--- src/rtl/sdram_port_sched_pkg.sv ---
// -----------------------------------------------------------------------------
// sdram_sched_pkg
// Shared definitions for the SDRAM port scheduler slice:
//   - sched_state_t : scheduler FSM encoding (LOAD=0, DRAIN=1, SETTLE=2, RUN=3)
//   - PH_RUN        : nes_ce phase on which the NES runs and loader writes issue
//   - DEFAULT_ADDR_W: default byte address width toward the sdram block
//   - sum_add       : 16-bit running byte checksum step (load verification)
// Optional feature macro used by this slice: SDRAM_VERIFY_EN
// -----------------------------------------------------------------------------
package sdram_sched_pkg;

    typedef enum logic [1:0] {
        LOAD   = 2'd0,
        DRAIN  = 2'd1,
        SETTLE = 2'd2,
        RUN    = 2'd3
    } sched_state_t;

    localparam logic [1:0] PH_RUN         = 2'd3;
    localparam int         DEFAULT_ADDR_W = 22;

    // Modulo-2^16 accumulate of one loaded byte.
    function automatic logic [15:0] sum_add(input logic [15:0] acc, input logic [7:0] b);
        return acc + {8'd0, b};
    endfunction

endpackage

--- src/rtl/sdram_port_sched_if.sv ---
// -----------------------------------------------------------------------------
// sdram_port_sched_if
// Bundles the loader, NES and sdram-side signals of sdram_port_sched.
//   master : the surroundings (game_loader, NES, sdram) - drives loader/NES
//            requests, observes scheduler outputs
//   slave  : the scheduler itself
// Clock and reset are kept out of the bundle as plain ports.
// -----------------------------------------------------------------------------
interface sdram_port_sched_if #(
    parameter int ADDR_W = sdram_sched_pkg::DEFAULT_ADDR_W
) ();

    // loader side
    logic              ld_valid;
    logic [ADDR_W-1:0] ld_addr;
    logic [7:0]        ld_data;
    logic              ld_ready;
    logic              ld_done;
    logic              reload;
    // NES side
    logic [ADDR_W-1:0] nes_addr;
    logic              nes_rd_cpu;
    logic              nes_rd_ppu;
    logic              nes_wr;
    logic [7:0]        nes_dout;
    logic [1:0]        nes_ce;
    logic              run_nes;
    logic              nes_reset;
    // sdram request port
    logic [ADDR_W-1:0] sd_addr;
    logic              sd_we;
    logic [7:0]        sd_din;
    logic              sd_oeA;
    logic              sd_oeB;
    logic              sd_clkref;
    // status
    logic              overflow;
    logic              loaded;

    modport master (
        output ld_valid, ld_addr, ld_data, ld_done, reload,
        output nes_addr, nes_rd_cpu, nes_rd_ppu, nes_wr, nes_dout,
        input  ld_ready, nes_ce, run_nes, nes_reset,
        input  sd_addr, sd_we, sd_din, sd_oeA, sd_oeB, sd_clkref,
        input  overflow, loaded
    );

    modport slave (
        input  ld_valid, ld_addr, ld_data, ld_done, reload,
        input  nes_addr, nes_rd_cpu, nes_rd_ppu, nes_wr, nes_dout,
        output ld_ready, nes_ce, run_nes, nes_reset,
        output sd_addr, sd_we, sd_din, sd_oeA, sd_oeB, sd_clkref,
        output overflow, loaded
    );

endinterface

--- src/rtl/sdram_port_sched_ld_wr_fifo.sv ---
// -----------------------------------------------------------------------------
// ld_wr_fifo
// Small synchronous first-word-fall-through FIFO buffering loader writes.
// Ports:
//   clock, reset_n : clock, asynchronous active-low reset (pointers/count)
//   flush          : synchronous clear (reload)
//   push, wdata    : write one entry (accepted when not full, or when a pop
//                    happens on the same clock)
//   pop            : drop the head entry (ignored when empty)
//   rdata          : head entry, valid while !empty
//   full, empty, count : occupancy
// DEPTH must be a power of two, >= 2.
// -----------------------------------------------------------------------------
module ld_wr_fifo #(
    parameter int DEPTH = 4,
    parameter int WIDTH = 30
) (
    input  logic                     clock,
    input  logic                     reset_n,
    input  logic                     flush,
    input  logic                     push,
    input  logic [WIDTH-1:0]         wdata,
    input  logic                     pop,
    output logic [WIDTH-1:0]         rdata,
    output logic                     full,
    output logic                     empty,
    output logic [$clog2(DEPTH):0]   count
);

    localparam int            AW       = $clog2(DEPTH);
    localparam logic [AW-1:0] PTR_ONE  = AW'(1'b1);
    localparam logic [AW:0]   CNT_ONE  = (AW + 1)'(1'b1);
    localparam logic [AW:0]   CNT_FULL = (AW + 1)'(DEPTH);

    logic [WIDTH-1:0] mem_r [DEPTH];
    logic [AW-1:0]    wr_ptr_r;
    logic [AW-1:0]    rd_ptr_r;
    logic [AW:0]      count_r;
    logic             do_push_s;
    logic             do_pop_s;

    assign full      = (count_r == CNT_FULL);
    assign empty     = (count_r == {(AW + 1){1'b0}});
    assign count     = count_r;
    assign rdata     = mem_r[rd_ptr_r];
    assign do_pop_s  = pop && !empty;
    assign do_push_s = push && (!full || do_pop_s);

    // Pointer and occupancy bookkeeping.
    always_ff @(posedge clock or negedge reset_n) begin
        if (!reset_n) begin
            wr_ptr_r <= {AW{1'b0}};
            rd_ptr_r <= {AW{1'b0}};
            count_r  <= {(AW + 1){1'b0}};
        end else if (flush) begin
            wr_ptr_r <= {AW{1'b0}};
            rd_ptr_r <= {AW{1'b0}};
            count_r  <= {(AW + 1){1'b0}};
        end else begin
            if (do_push_s) begin
                wr_ptr_r <= wr_ptr_r + PTR_ONE;
            end
            if (do_pop_s) begin
                rd_ptr_r <= rd_ptr_r + PTR_ONE;
            end
            case ({do_push_s, do_pop_s})
                2'b10:   count_r <= count_r + CNT_ONE;
                2'b01:   count_r <= count_r - CNT_ONE;
                default: count_r <= count_r;
            endcase
        end
    end

    // Entry storage; contents are don't-care until written, so no reset.
    always_ff @(posedge clock) begin
        if (do_push_s) begin
            mem_r[wr_ptr_r] <= wdata;
        end
    end

endmodule

--- src/rtl/sdram_port_sched.sv ---
// -----------------------------------------------------------------------------
// sdram_port_sched
// Owns the single SDRAM request port and the NES clock-enable phase. Loader
// byte writes are buffered and issued one per NES slot (on nes_ce==3 edges)
// while the NES is held in reset; once loading has drained and settled for
// SETTLE_SLOTS slots the port is handed to the NES as a zero-latency mux.
// Ports:
//   clock, reset_n : system clock, asynchronous active-low reset
//   bus (slave)    : loader handshake, NES requests, nes_ce/run_nes/nes_reset,
//                    sdram request outputs, overflow/loaded status
//   load_sum       : (SDRAM_VERIFY_EN only) running 16-bit sum of written bytes
// Optional feature macro: SDRAM_VERIFY_EN - adds load_sum and inserts an idle
// slot after each loader write slot.
// -----------------------------------------------------------------------------
module sdram_port_sched #(
    parameter int LD_FIFO_DEPTH = 4,
    parameter int SETTLE_SLOTS  = 8,
    parameter int ADDR_W        = sdram_sched_pkg::DEFAULT_ADDR_W
) (
    input  logic                 clock,
    input  logic                 reset_n,
    sdram_port_sched_if.slave    bus
`ifdef SDRAM_VERIFY_EN
    ,
    output logic [15:0]          load_sum
`endif
);

    import sdram_sched_pkg::*;

    localparam int            CW          = $clog2(LD_FIFO_DEPTH) + 1;
    localparam int            SW          = $clog2(SETTLE_SLOTS + 2);
    localparam logic [CW-1:0] CNT_FULL    = CW'(LD_FIFO_DEPTH);
    localparam logic [SW-1:0] SETTLE_INIT = SW'(SETTLE_SLOTS);
    localparam logic [SW-1:0] SETTLE_ONE  = SW'(1'b1);

    sched_state_t      state_r;
    sched_state_t      state_s;
    logic [SW-1:0]     settle_cnt_r;
    logic [SW-1:0]     settle_cnt_s;
    logic [1:0]        nes_ce_r;
    logic              reload_q_r;
    logic              reload_rise_s;
    logic              slot_s;
    logic              wr_state_s;
    logic              push_s;
    logic              pop_s;
    logic              full_s;
    logic              empty_s;
    logic [CW-1:0]     count_s;
    logic [CW-1:0]     cnt_next_s;
    logic [ADDR_W+7:0] fifo_rdata_s;
    logic              wr_we_r;
    logic [ADDR_W-1:0] wr_addr_r;
    logic [7:0]        wr_din_r;
    logic              overflow_r;
    logic              ld_ready_r;
    logic              ld_ready_s;

    assign reload_rise_s = bus.reload && !reload_q_r;
    assign slot_s        = (nes_ce_r == PH_RUN);
    assign wr_state_s    = (state_r == LOAD) || (state_r == DRAIN);

    // Loader bytes are only taken in LOAD; a reload edge flushes instead.
    assign push_s = bus.ld_valid && !full_s && (state_r == LOAD) && !reload_rise_s;

`ifdef SDRAM_VERIFY_EN
    // A slot that just carried a write is followed by an idle slot.
    assign pop_s = slot_s && wr_state_s && !empty_s && !wr_we_r && !reload_rise_s;
`else
    assign pop_s = slot_s && wr_state_s && !empty_s && !reload_rise_s;
`endif

    ld_wr_fifo #(
        .DEPTH (LD_FIFO_DEPTH),
        .WIDTH (ADDR_W + 8)
    ) u_fifo (
        .clock   (clock),
        .reset_n (reset_n),
        .flush   (reload_rise_s),
        .push    (push_s),
        .wdata   ({bus.ld_addr, bus.ld_data}),
        .pop     (pop_s),
        .rdata   (fifo_rdata_s),
        .full    (full_s),
        .empty   (empty_s),
        .count   (count_s)
    );

    // Free-running NES phase counter and reload edge detector.
    always_ff @(posedge clock or negedge reset_n) begin
        if (!reset_n) begin
            nes_ce_r   <= 2'd0;
            reload_q_r <= 1'b0;
        end else begin
            nes_ce_r   <= nes_ce_r + 2'd1;
            reload_q_r <= bus.reload;
        end
    end

    // Next state and settle countdown.
    always_comb begin
        state_s      = state_r;
        settle_cnt_s = settle_cnt_r;
        if (reload_rise_s) begin
            state_s = LOAD;
        end else begin
            case (state_r)
                LOAD: begin
                    if (bus.ld_done) begin
                        state_s = DRAIN;
                    end else begin
                        state_s = LOAD;
                    end
                end
                DRAIN: begin
                    // Leave only on a slot boundary with nothing queued or in flight.
                    if (slot_s && empty_s && !wr_we_r) begin
                        state_s      = SETTLE;
                        settle_cnt_s = SETTLE_INIT;
                    end else begin
                        state_s = DRAIN;
                    end
                end
                SETTLE: begin
                    if (slot_s) begin
                        if (settle_cnt_r <= SETTLE_ONE) begin
                            state_s      = RUN;
                            settle_cnt_s = {SW{1'b0}};
                        end else begin
                            settle_cnt_s = settle_cnt_r - SETTLE_ONE;
                        end
                    end else begin
                        settle_cnt_s = settle_cnt_r;
                    end
                end
                RUN: begin
                    state_s = RUN;
                end
                default: begin
                    state_s = LOAD;
                end
            endcase
        end
    end

    // State and settle counter registers.
    always_ff @(posedge clock or negedge reset_n) begin
        if (!reset_n) begin
            state_r      <= LOAD;
            settle_cnt_r <= {SW{1'b0}};
        end else begin
            state_r      <= state_s;
            settle_cnt_r <= settle_cnt_s;
        end
    end

    // Occupancy after this clock, used to register ld_ready.
    always_comb begin
        cnt_next_s = count_s;
        if (reload_rise_s) begin
            cnt_next_s = {CW{1'b0}};
        end else begin
            cnt_next_s = count_s + {{(CW - 1){1'b0}}, push_s} - {{(CW - 1){1'b0}}, pop_s};
        end
        ld_ready_s = (state_s == LOAD) && (cnt_next_s != CNT_FULL);
    end

    // Loader write slot: loaded on a slot edge, held until the next one.
    always_ff @(posedge clock or negedge reset_n) begin
        if (!reset_n) begin
            wr_we_r   <= 1'b0;
            wr_addr_r <= {ADDR_W{1'b0}};
            wr_din_r  <= 8'd0;
        end else if (reload_rise_s) begin
            wr_we_r   <= 1'b0;
            wr_addr_r <= {ADDR_W{1'b0}};
            wr_din_r  <= 8'd0;
        end else if (slot_s) begin
            if (pop_s) begin
                wr_we_r   <= 1'b1;
                wr_addr_r <= fifo_rdata_s[ADDR_W+7:8];
                wr_din_r  <= fifo_rdata_s[7:0];
            end else begin
                wr_we_r   <= 1'b0;
            end
        end else begin
            wr_we_r   <= wr_we_r;
        end
    end

    // Sticky overflow flag and registered ld_ready.
    always_ff @(posedge clock or negedge reset_n) begin
        if (!reset_n) begin
            overflow_r <= 1'b0;
            ld_ready_r <= 1'b0;
        end else begin
            ld_ready_r <= ld_ready_s;
            if (reload_rise_s) begin
                overflow_r <= 1'b0;
            end else if (bus.ld_valid && full_s) begin
                overflow_r <= 1'b1;
            end else begin
                overflow_r <= overflow_r;
            end
        end
    end

`ifdef SDRAM_VERIFY_EN
    logic [15:0] load_sum_r;

    // Running checksum of every byte written during loading.
    always_ff @(posedge clock or negedge reset_n) begin
        if (!reset_n) begin
            load_sum_r <= 16'd0;
        end else if (reload_rise_s) begin
            load_sum_r <= 16'd0;
        end else if (pop_s) begin
            load_sum_r <= sum_add(load_sum_r, fifo_rdata_s[7:0]);
        end else begin
            load_sum_r <= load_sum_r;
        end
    end

    assign load_sum = load_sum_r;
`endif

    // Port mux: NES traffic passes straight through in RUN so NES timing is
    // unchanged; otherwise the registered loader slot drives the port.
    always_comb begin
        bus.sd_addr = wr_addr_r;
        bus.sd_din  = wr_din_r;
        bus.sd_we   = wr_we_r;
        bus.sd_oeA  = 1'b0;
        bus.sd_oeB  = 1'b0;
        if (state_r == RUN) begin
            bus.sd_addr = bus.nes_addr;
            bus.sd_din  = bus.nes_dout;
            bus.sd_we   = bus.nes_wr;
            bus.sd_oeA  = bus.nes_rd_cpu;
            bus.sd_oeB  = bus.nes_rd_ppu;
        end else begin
            bus.sd_oeA  = 1'b0;
            bus.sd_oeB  = 1'b0;
        end
    end

    assign bus.nes_ce    = nes_ce_r;
    assign bus.run_nes   = (nes_ce_r == PH_RUN);
    assign bus.sd_clkref = nes_ce_r[1];
    assign bus.nes_reset = (state_r != RUN);
    assign bus.loaded    = (state_r == RUN);
    assign bus.ld_ready  = ld_ready_r;
    assign bus.overflow  = overflow_r;

endmodule

--- src/flat_wrapper.sv ---
// flat-port wrapper written by rule: the top's interface ports become plain ports
module sdram_port_sched_flat import sdram_sched_pkg::*;
#(
    parameter int LD_FIFO_DEPTH = 4,
    parameter int SETTLE_SLOTS  = 8,
    parameter int ADDR_W        = sdram_sched_pkg::DEFAULT_ADDR_W
)
  (clock, reset_n, bus_ld_valid, bus_ld_addr, bus_ld_data, bus_ld_done, bus_reload, bus_nes_addr, bus_nes_rd_cpu, bus_nes_rd_ppu, bus_nes_wr, bus_nes_dout, bus_ld_ready, bus_nes_ce, bus_run_nes, bus_nes_reset, bus_sd_addr, bus_sd_we, bus_sd_din, bus_sd_oeA, bus_sd_oeB, bus_sd_clkref, bus_overflow, bus_loaded);
  sdram_port_sched_if #(.ADDR_W(ADDR_W)) bus_i ();
  input  logic clock;
  input  logic reset_n;
  input wire logic [$bits(bus_i.ld_valid)-1:0] bus_ld_valid;
  input wire logic [$bits(bus_i.ld_addr)-1:0] bus_ld_addr;
  input wire logic [$bits(bus_i.ld_data)-1:0] bus_ld_data;
  input wire logic [$bits(bus_i.ld_done)-1:0] bus_ld_done;
  input wire logic [$bits(bus_i.reload)-1:0] bus_reload;
  input wire logic [$bits(bus_i.nes_addr)-1:0] bus_nes_addr;
  input wire logic [$bits(bus_i.nes_rd_cpu)-1:0] bus_nes_rd_cpu;
  input wire logic [$bits(bus_i.nes_rd_ppu)-1:0] bus_nes_rd_ppu;
  input wire logic [$bits(bus_i.nes_wr)-1:0] bus_nes_wr;
  input wire logic [$bits(bus_i.nes_dout)-1:0] bus_nes_dout;
  output wire logic [$bits(bus_i.ld_ready)-1:0] bus_ld_ready;
  output wire logic [$bits(bus_i.nes_ce)-1:0] bus_nes_ce;
  output wire logic [$bits(bus_i.run_nes)-1:0] bus_run_nes;
  output wire logic [$bits(bus_i.nes_reset)-1:0] bus_nes_reset;
  output wire logic [$bits(bus_i.sd_addr)-1:0] bus_sd_addr;
  output wire logic [$bits(bus_i.sd_we)-1:0] bus_sd_we;
  output wire logic [$bits(bus_i.sd_din)-1:0] bus_sd_din;
  output wire logic [$bits(bus_i.sd_oeA)-1:0] bus_sd_oeA;
  output wire logic [$bits(bus_i.sd_oeB)-1:0] bus_sd_oeB;
  output wire logic [$bits(bus_i.sd_clkref)-1:0] bus_sd_clkref;
  output wire logic [$bits(bus_i.overflow)-1:0] bus_overflow;
  output wire logic [$bits(bus_i.loaded)-1:0] bus_loaded;
  assign bus_i.ld_valid = bus_ld_valid;
  assign bus_i.ld_addr = bus_ld_addr;
  assign bus_i.ld_data = bus_ld_data;
  assign bus_i.ld_done = bus_ld_done;
  assign bus_i.reload = bus_reload;
  assign bus_i.nes_addr = bus_nes_addr;
  assign bus_i.nes_rd_cpu = bus_nes_rd_cpu;
  assign bus_i.nes_rd_ppu = bus_nes_rd_ppu;
  assign bus_i.nes_wr = bus_nes_wr;
  assign bus_i.nes_dout = bus_nes_dout;
  assign bus_ld_ready = bus_i.ld_ready;
  assign bus_nes_ce = bus_i.nes_ce;
  assign bus_run_nes = bus_i.run_nes;
  assign bus_nes_reset = bus_i.nes_reset;
  assign bus_sd_addr = bus_i.sd_addr;
  assign bus_sd_we = bus_i.sd_we;
  assign bus_sd_din = bus_i.sd_din;
  assign bus_sd_oeA = bus_i.sd_oeA;
  assign bus_sd_oeB = bus_i.sd_oeB;
  assign bus_sd_clkref = bus_i.sd_clkref;
  assign bus_overflow = bus_i.overflow;
  assign bus_loaded = bus_i.loaded;
  sdram_port_sched #(.LD_FIFO_DEPTH(LD_FIFO_DEPTH), .SETTLE_SLOTS(SETTLE_SLOTS), .ADDR_W(ADDR_W)) u_core (.clock(clock), .reset_n(reset_n), .bus(bus_i));
endmodule
--- config.mk ---
export PLATFORM = sky130hd
export DESIGN_NAME = sdram_port_sched_flat
export DESIGN_NICKNAME = d
export VERILOG_FILES = /design/src/rtl/sdram_port_sched_pkg.sv /design/src/rtl/sdram_port_sched_if.sv /design/src/rtl/sdram_port_sched_ld_wr_fifo.sv /design/src/rtl/sdram_port_sched.sv /design/src/flat_wrapper.sv
export SDC_FILE = /design/constraint.sdc
export NUM_CORES = 1
export LEC_CHECK = 0
export CORE_ASPECT_RATIO = 0.5
export CORE_MARGIN = 2
export CORE_UTILIZATION = 42
export DETAILED_ROUTE_END_ITERATION = 8
export PLACE_DENSITY = 0.67
export SYNTH_ARGS = -nofsm -noshare
export SYNTH_HDL_FRONTEND = slang
export SYNTH_SLANG_ARGS = --single-unit
--- constraint.sdc ---
create_clock -name clock -period 2.7 [get_ports clock]
set_clock_uncertainty 0.15 [all_clocks]
set_input_delay 0.54 -clock clock [delete_from_list [all_inputs] [get_ports clock]]
set_output_delay 0.54 -clock clock [all_outputs]
set_load 0.02 [all_outputs]
After elaboration in Yosys (flattened, before gate mapping). Memories as Yosys holds them, arrays and structs flattened. Index checks and enable logic that the tools add are counted.

Bits in read-only memories: 0. Word-level logic and storage cells: 101. Memories kept: 1. Bits in latches: 0. Register bits after elaboration: 49. Bits of input ports: 68. Bits in writable memories: 120.

Shift-type cells: 0. Divide/modulo/power cells: 0. $lt $le $gt $ge: 1. Add/subtract/negate cells: 8. $mul: 0. Reduce and logical (&&, ||, !) cells: 32. Multiplexer cells: 35. Equal/unequal tests: 11. Bitwise gates (word level): 1.

Memory list: u_core.u_fifo.mem_r (words 4, bits a word 30, rd ports 1, clocked after Yosys merged registers in 0, wr ports 1, line sdram_port_sched_ld_wr_fifo.sv:35) `logic [WIDTH-1:0] mem_r [DEPTH];`.

Operator list (count): 22-bit two-way mux (4); 8-bit two-way mux (4); 2-bit two-way mux (8); 1-bit logical AND (13); 4-bit two-way mux (3); 2-bit nonzero test (6); 1-bit two-way mux (11); 2-bit equality test (second input constant) (4); 2-bit one-hot mux with 4 select lines (1); 4-bit one-hot mux with 2 select lines (1); 2-bit by 1-bit adder with 2-bit output (second input constant) (3); 3-bit two-way mux (2); 3-bit one-hot mux with 2 select lines (1); 1-bit zero test (5); 2-bit by 1-bit equality test with 1-bit output (second input constant) (2); 4-bit by 1-bit less-or-equal comparator with 1-bit output (second input constant) (1); 2-bit zero test (2); 2-bit inequality test (second input constant) (2); 4-bit AND reduction (1); 4-bit by 1-bit subtractor with 4-bit output (second input constant) (1); 3-bit by 1-bit adder with 3-bit output (1); 3-bit by 1-bit adder with 3-bit output (second input constant) (1); 3-bit equality test (second input constant) (1); 3-bit zero test (1); other kinds (8) (9).

Longest topological paths before layout.
Depth in word-level cells: 11. Gate-level depth with buffers: 13. Depth with buffers taken out: 13.

Modules after synthesis. A second synthesis with hierarchy kept.

Cell total of the unflattened synthesis: 458. Area, all modules: 7189.4 sq um.

Modules (own cells, without submodules): ld_wr_fifo (instances 1, cells an instance 220, area an instance 4882.2 sq um); sdram_port_sched (instances 1, cells an instance 238, area an instance 2307.2 sq um).

Least setup slack after synthesis. Ideal clock, no wire load.

Path kind: reg2reg. Start: register u_core.u_fifo.count_r[1] (netlist: u_core.u_fifo.count[1]). End: register u_core.ld_ready_r (netlist: u_core.bus.ld_ready). Stages on the path, launching flop included: 14. Setup slack: -0.211 ns. Period minus slack after synthesis: 2.911 ns. Arrival time: 2.651 ns. Cells stage by stage: dfrtp_1 nor2_1 a2111o_1 nor2_1 inv_1 ha_1 inv_1 ha_1 inv_1 fa_1 xor2_1 xnor2_1 nor3b_1 o41ai_1.

Longest elaborated chain between the ends: 10. Elaborated cells between the ends (all ways): 20. Classes of those cells: add/sub: 2; eq/ne: 2; mux: 4; reduce/logical: 12.

Ends and longest elaborated chain: start: declaration (line sdram_port_sched_ld_wr_fifo.sv:38) `logic [AW:0] count_r;`; start signal: assignment (line sdram_port_sched_ld_wr_fifo.sv:54) `count_r <= {(AW + 1){1'b0}};`; start signal: assignment (line sdram_port_sched_ld_wr_fifo.sv:58) `count_r <= {(AW + 1){1'b0}};`; start signal: assignment (line sdram_port_sched_ld_wr_fifo.sv:67) `2'b10: count_r <= count_r + CNT_ONE;`; 3-bit equality test (line sdram_port_sched_ld_wr_fifo.sv:42) `assign full = (count_r == CNT_FULL);`; 1-bit zero test (line sdram_port_sched.sv:65) `assign push_s = bus.ld_valid && !full_s && (state_r == LOAD) && !reload_rise_s;`; 1-bit logical AND (3 in series) (line sdram_port_sched.sv:65); 3-bit by 1-bit adder with 3-bit output (line sdram_port_sched.sv:164) `cnt_next_s = count_s + {{(CW - 1){1'b0}}, push_s} - {{(CW - 1){1'b0}}, pop_s};`; 3-bit by 1-bit subtractor with 3-bit output (line sdram_port_sched.sv:164); 3-bit two-way mux (line sdram_port_sched.sv:161) `if (reload_rise_s) begin`; 3-bit inequality test (line sdram_port_sched.sv:166) `ld_ready_s = (state_s == LOAD) && (cnt_next_s != CNT_FULL);`; 1-bit logical AND * (line sdram_port_sched.sv:166); via u_core.ld_ready_s (line sdram_port_sched.sv:58) `logic ld_ready_s;`; end signal: assignment (line sdram_port_sched.sv:198) `ld_ready_r <= ld_ready_s;`; end: declaration (line sdram_port_sched.sv:57) `logic ld_ready_r;`.

The timed path passes the listed nets; every way through them passes the cells marked *. A chain may end at the register's enable or synchronous reset.

Final worst setup path.
Start: register u_core.u_fifo.count_r[2] (netlist: u_core.u_fifo.count[2]). End: register u_core.ld_ready_r (netlist: u_core.bus.ld_ready).

The elaborated chain is that of the path after synthesis.

==> out/qor.txt <==
clk slew on worst S/H paths - 0.07 ns
final WL - 14800 µm
Hold Path Class - reg2reg
initial antenna violation count - 0
Seq/Total Area, Yosys - 68.9%
Most used DFF post-synth - edfxtp_1
largest net degree at the start of global routing - 34
Tot GR Track Use - 17.4%
critical path required time - 2.85 ns
row count - 33
Cell Area, Placed - 0.00868 mm²
RSZ-0062 raised after global routing - yes
Final period util - 105%
Layout area overhead - 32.3%
run status - finished, violations left
H-tree Lvls - 4
Worst setup SP type - register
CP endpoint kind - register
Iter 0 DRT Violations - 275
TNS Setup - -0.140 ns
peak supply drop - 0.486 mV
Tot Pwr - 8.06 mW
Buffers on Ports - 108
failing checks - negative setup slack
crit path cell chain - a2111o_1, nor2_2, inv_1, ha_1, inv_1, ha_1, inv_1, fa_2, xor2_2, xnor2_1, nor3b_1, o41ai_1
Pleak - 3.47 nW
global-route wire length before repair - 23400 µm
critical path class - reg2reg
number of synthesis warnings - 0
mapped cell area - 0.00701 mm²
Vias - 4182
CTS Sinks - 169
number of enable flip-flop cells after synthesis - 120
Fin. Hold Viols - 0
Clock Path Buffers - 2
Design Area, Final - 0.00928 mm²
mean area per synthesized cell - 16.0 µm²
Setup-failing EPs final - 1
DRC viols - 0
Register Area - 0.00483 mm²
DP HPWL - 9220 µm
critical path arrival - 2.99 ns
DR vias/cell - 5.09
ys async rst share - 29.0%
Max Cap Viol - 0
fillers - 1277
Final nets - 662
CTS Buf Count - 17
Worst slew margin - 61.5%
commonest non-fill, non-tap cells in the layout - edfxtp_1 (120), clkdlybuf4s50_1 (74), nand2_1 (64)
Die ar. - 0.0178 mm²
initial core utilization - 42.9%
PD cells - 869 mW/mm²
Synth cell types - 40
I/O pin count - 109
width of the die - 187 µm
core area - 0.0164 mm²
Pre-Repair DR Iteration Count - 4
Net Count, Synth - 517
CTS root buf - clkbuf_16
vias in the first global route - 4266
#FFs+latches synth - 169
worst slew pin tran - 0.578 ns
Die Height - 95.4 µm
routed len/inst - 18.1 µm
layout cell share with drive strength beyond 1 - 30.0%
footprint of the multi-input gates - 0.00209 mm²
# diodes - 0
CTS tree - yes
ANT nets after route - 0
final RePlAce weighted congestion - 0.790
cell mode on critical path - inv_1
post-route worst setup slack - -0.140 ns
grt total ovfl - 0
Critical-path top delay cell - a2111o_1
Syn Inst Count - 437
fin crit period - 2.84 ns
worst-skew pair later-pin latency - 0.42 ns
FMAX - 0.352 GHz
max incr delay on CP - 0.48 ns
Slew Viols, Final - 0
Crit Path Max Fanout - 4
Util after Layout - 56.7%
most common cell after layout, fill and taps aside - edfxtp_1
power by group:
group | switching (mW) | internal, mW | total (mW)
clock network | 1.11 | 1.23 | 2.34
logic | 1.15 | 1.18 | 2.33
registers | 0.202 | 3.19 | 3.39
registers in the layout, indices dropped and copies added (netlist names), 2 cells and up:
name,cells
u_core.settle_cnt_r,4
u_core.wr_din_r,8
u_core.bus.nes_ce,2
u_core.u_fifo.rd_ptr_r,2
u_core.u_fifo.count,3
u_core.state_r,2
u_core.u_fifo.wr_ptr_r,2
u_core.u_fifo.mem_r,120
u_core.wr_addr_r,22
synth_stat cells (2+ instances only):
cell      instances  share of area, %
mux4_2           30               9.6
mux2_2           31               5.0
xnor2_1           4              0.50
a21oi_1           3              0.21
fa_1              2              0.57
and2_1            5              0.45
dfrtp_1          49                17
nor2_1           12              0.64
and3_1            4              0.36
inv_1            12              0.64
clkbuf_1         13              0.70
buf_2            10              0.71
ha_1             10               1.8
nand2b_1          4              0.36
o21ai_1           4              0.29
o41ai_1           2              0.25
nor2b_1           3              0.27
edfxtp_1        120                51
nand2_1          65               3.5
nor3_1            2              0.14
or3_1             2              0.18
xor2_1            3              0.37
mux2i_1           3              0.43
o21ai_0          28               2.0
timing repair:
item | 4_1_cts | 5_1_grt
buffers inserted | 7 | 4
endpoints found under the setup margin | 35 | 34
gates cloned | 0 | 1
pin swaps | 9 | 5
gates resized for setup | 40 | 57
hold buffers | 1 | 0
hold endpoints to repair | 21 | 0
metrics by stage:
step                      cells  hold slack (ns)  setup slack, ns
final                       821            0.350           -0.140
after global routing        821            0.361           -0.264
after CTS                   818            0.353           -0.166
after detailed placement    781            0.339           -0.706
after global placement      781            0.331           -0.610
after floorplan             437           0.0944           -0.137
path summary, 6_finish.rpt:
check | start | endpoint | slack (ns) | cells after the start
max | u_core.u_fifo.count[2]$_DFFE_PN0P_ | u_core.bus.ld_ready$_DFF_PN0_ | -0.14 | 12
min in group asynchronous | reset_n | u_core.reload_q_r$_DFF_PN0_ | 0.51 | 2
min | u_core.bus.nes_ce[0]$_DFF_PN0_ | u_core.bus.nes_ce[0]$_DFF_PN0_ | 0.35 | 1
max in group asynchronous | reset_n | u_core.state_r[1]$_DFF_PN0_ | 1.26 | 3
min reg2reg | u_core.bus.nes_ce[0]$_DFF_PN0_ | u_core.bus.nes_ce[0]$_DFF_PN0_ | 0.35 | 1
max reg2reg | u_core.u_fifo.count[2]$_DFFE_PN0P_ | u_core.bus.ld_ready$_DFF_PN0_ | -0.14 | 12
routing by layer:
| metal | global-route usage (%) | wire [µm] | vias to the layer above | share of wire [%] |
|---|---|---|---|---|
| li1 | - | - | 1933 | - |
| met2 | 30.1 | 7300 | 92 | 49 |
| met3 | 3.42 | 575 | 8 | 3.9 |
| met4 | 5.56 | 97 | 0 | 0.65 |
| met5 | 0 | 0 | - | 0 |
| met1 | 22.6 | 6860 | 2149 | 46 |
kinds of logic (layout without fill, tap and decap cells):
family                     after synthesis  count (layout)  share of synthesized area (%)
DFF                                    169             169                           68.9
and+or+nand+nor                        103             103                           6.94
muxes                                   64              64                           15.0
AOI/OAI and AO/OA                       45              45                           3.71
buffers and inverters                   37             194                           2.21
adders and majority gates               12              12                           2.36
xor gates and xnor gates                 7               7                          0.874
final cells by class:
class / instances / share of cell area (%)
clock buffers: 17 / 4.59
flip-flops and latches: 169 / 52.1
multi-input cells: 231 / 22.5
clock inverters: 14 / 1.63
repair buffers: 151 / 15.6
inverters: 12 / 0.486
well taps: 227 / 3.06
worst max-delay path, delay by kind of cell (launching register included):
kind | cells | cell delay [ns]
buffers and inverters | 3 | 0.15
AOI/OAI and AO/OA | 2 | 0.73
and+or+nand+nor | 2 | 0.17
adders and majority gates | 3 | 0.74
xor gates and xnor gates | 2 | 0.34
DFF | 1 | 0.43
Power figures use the tool's default switching activity.
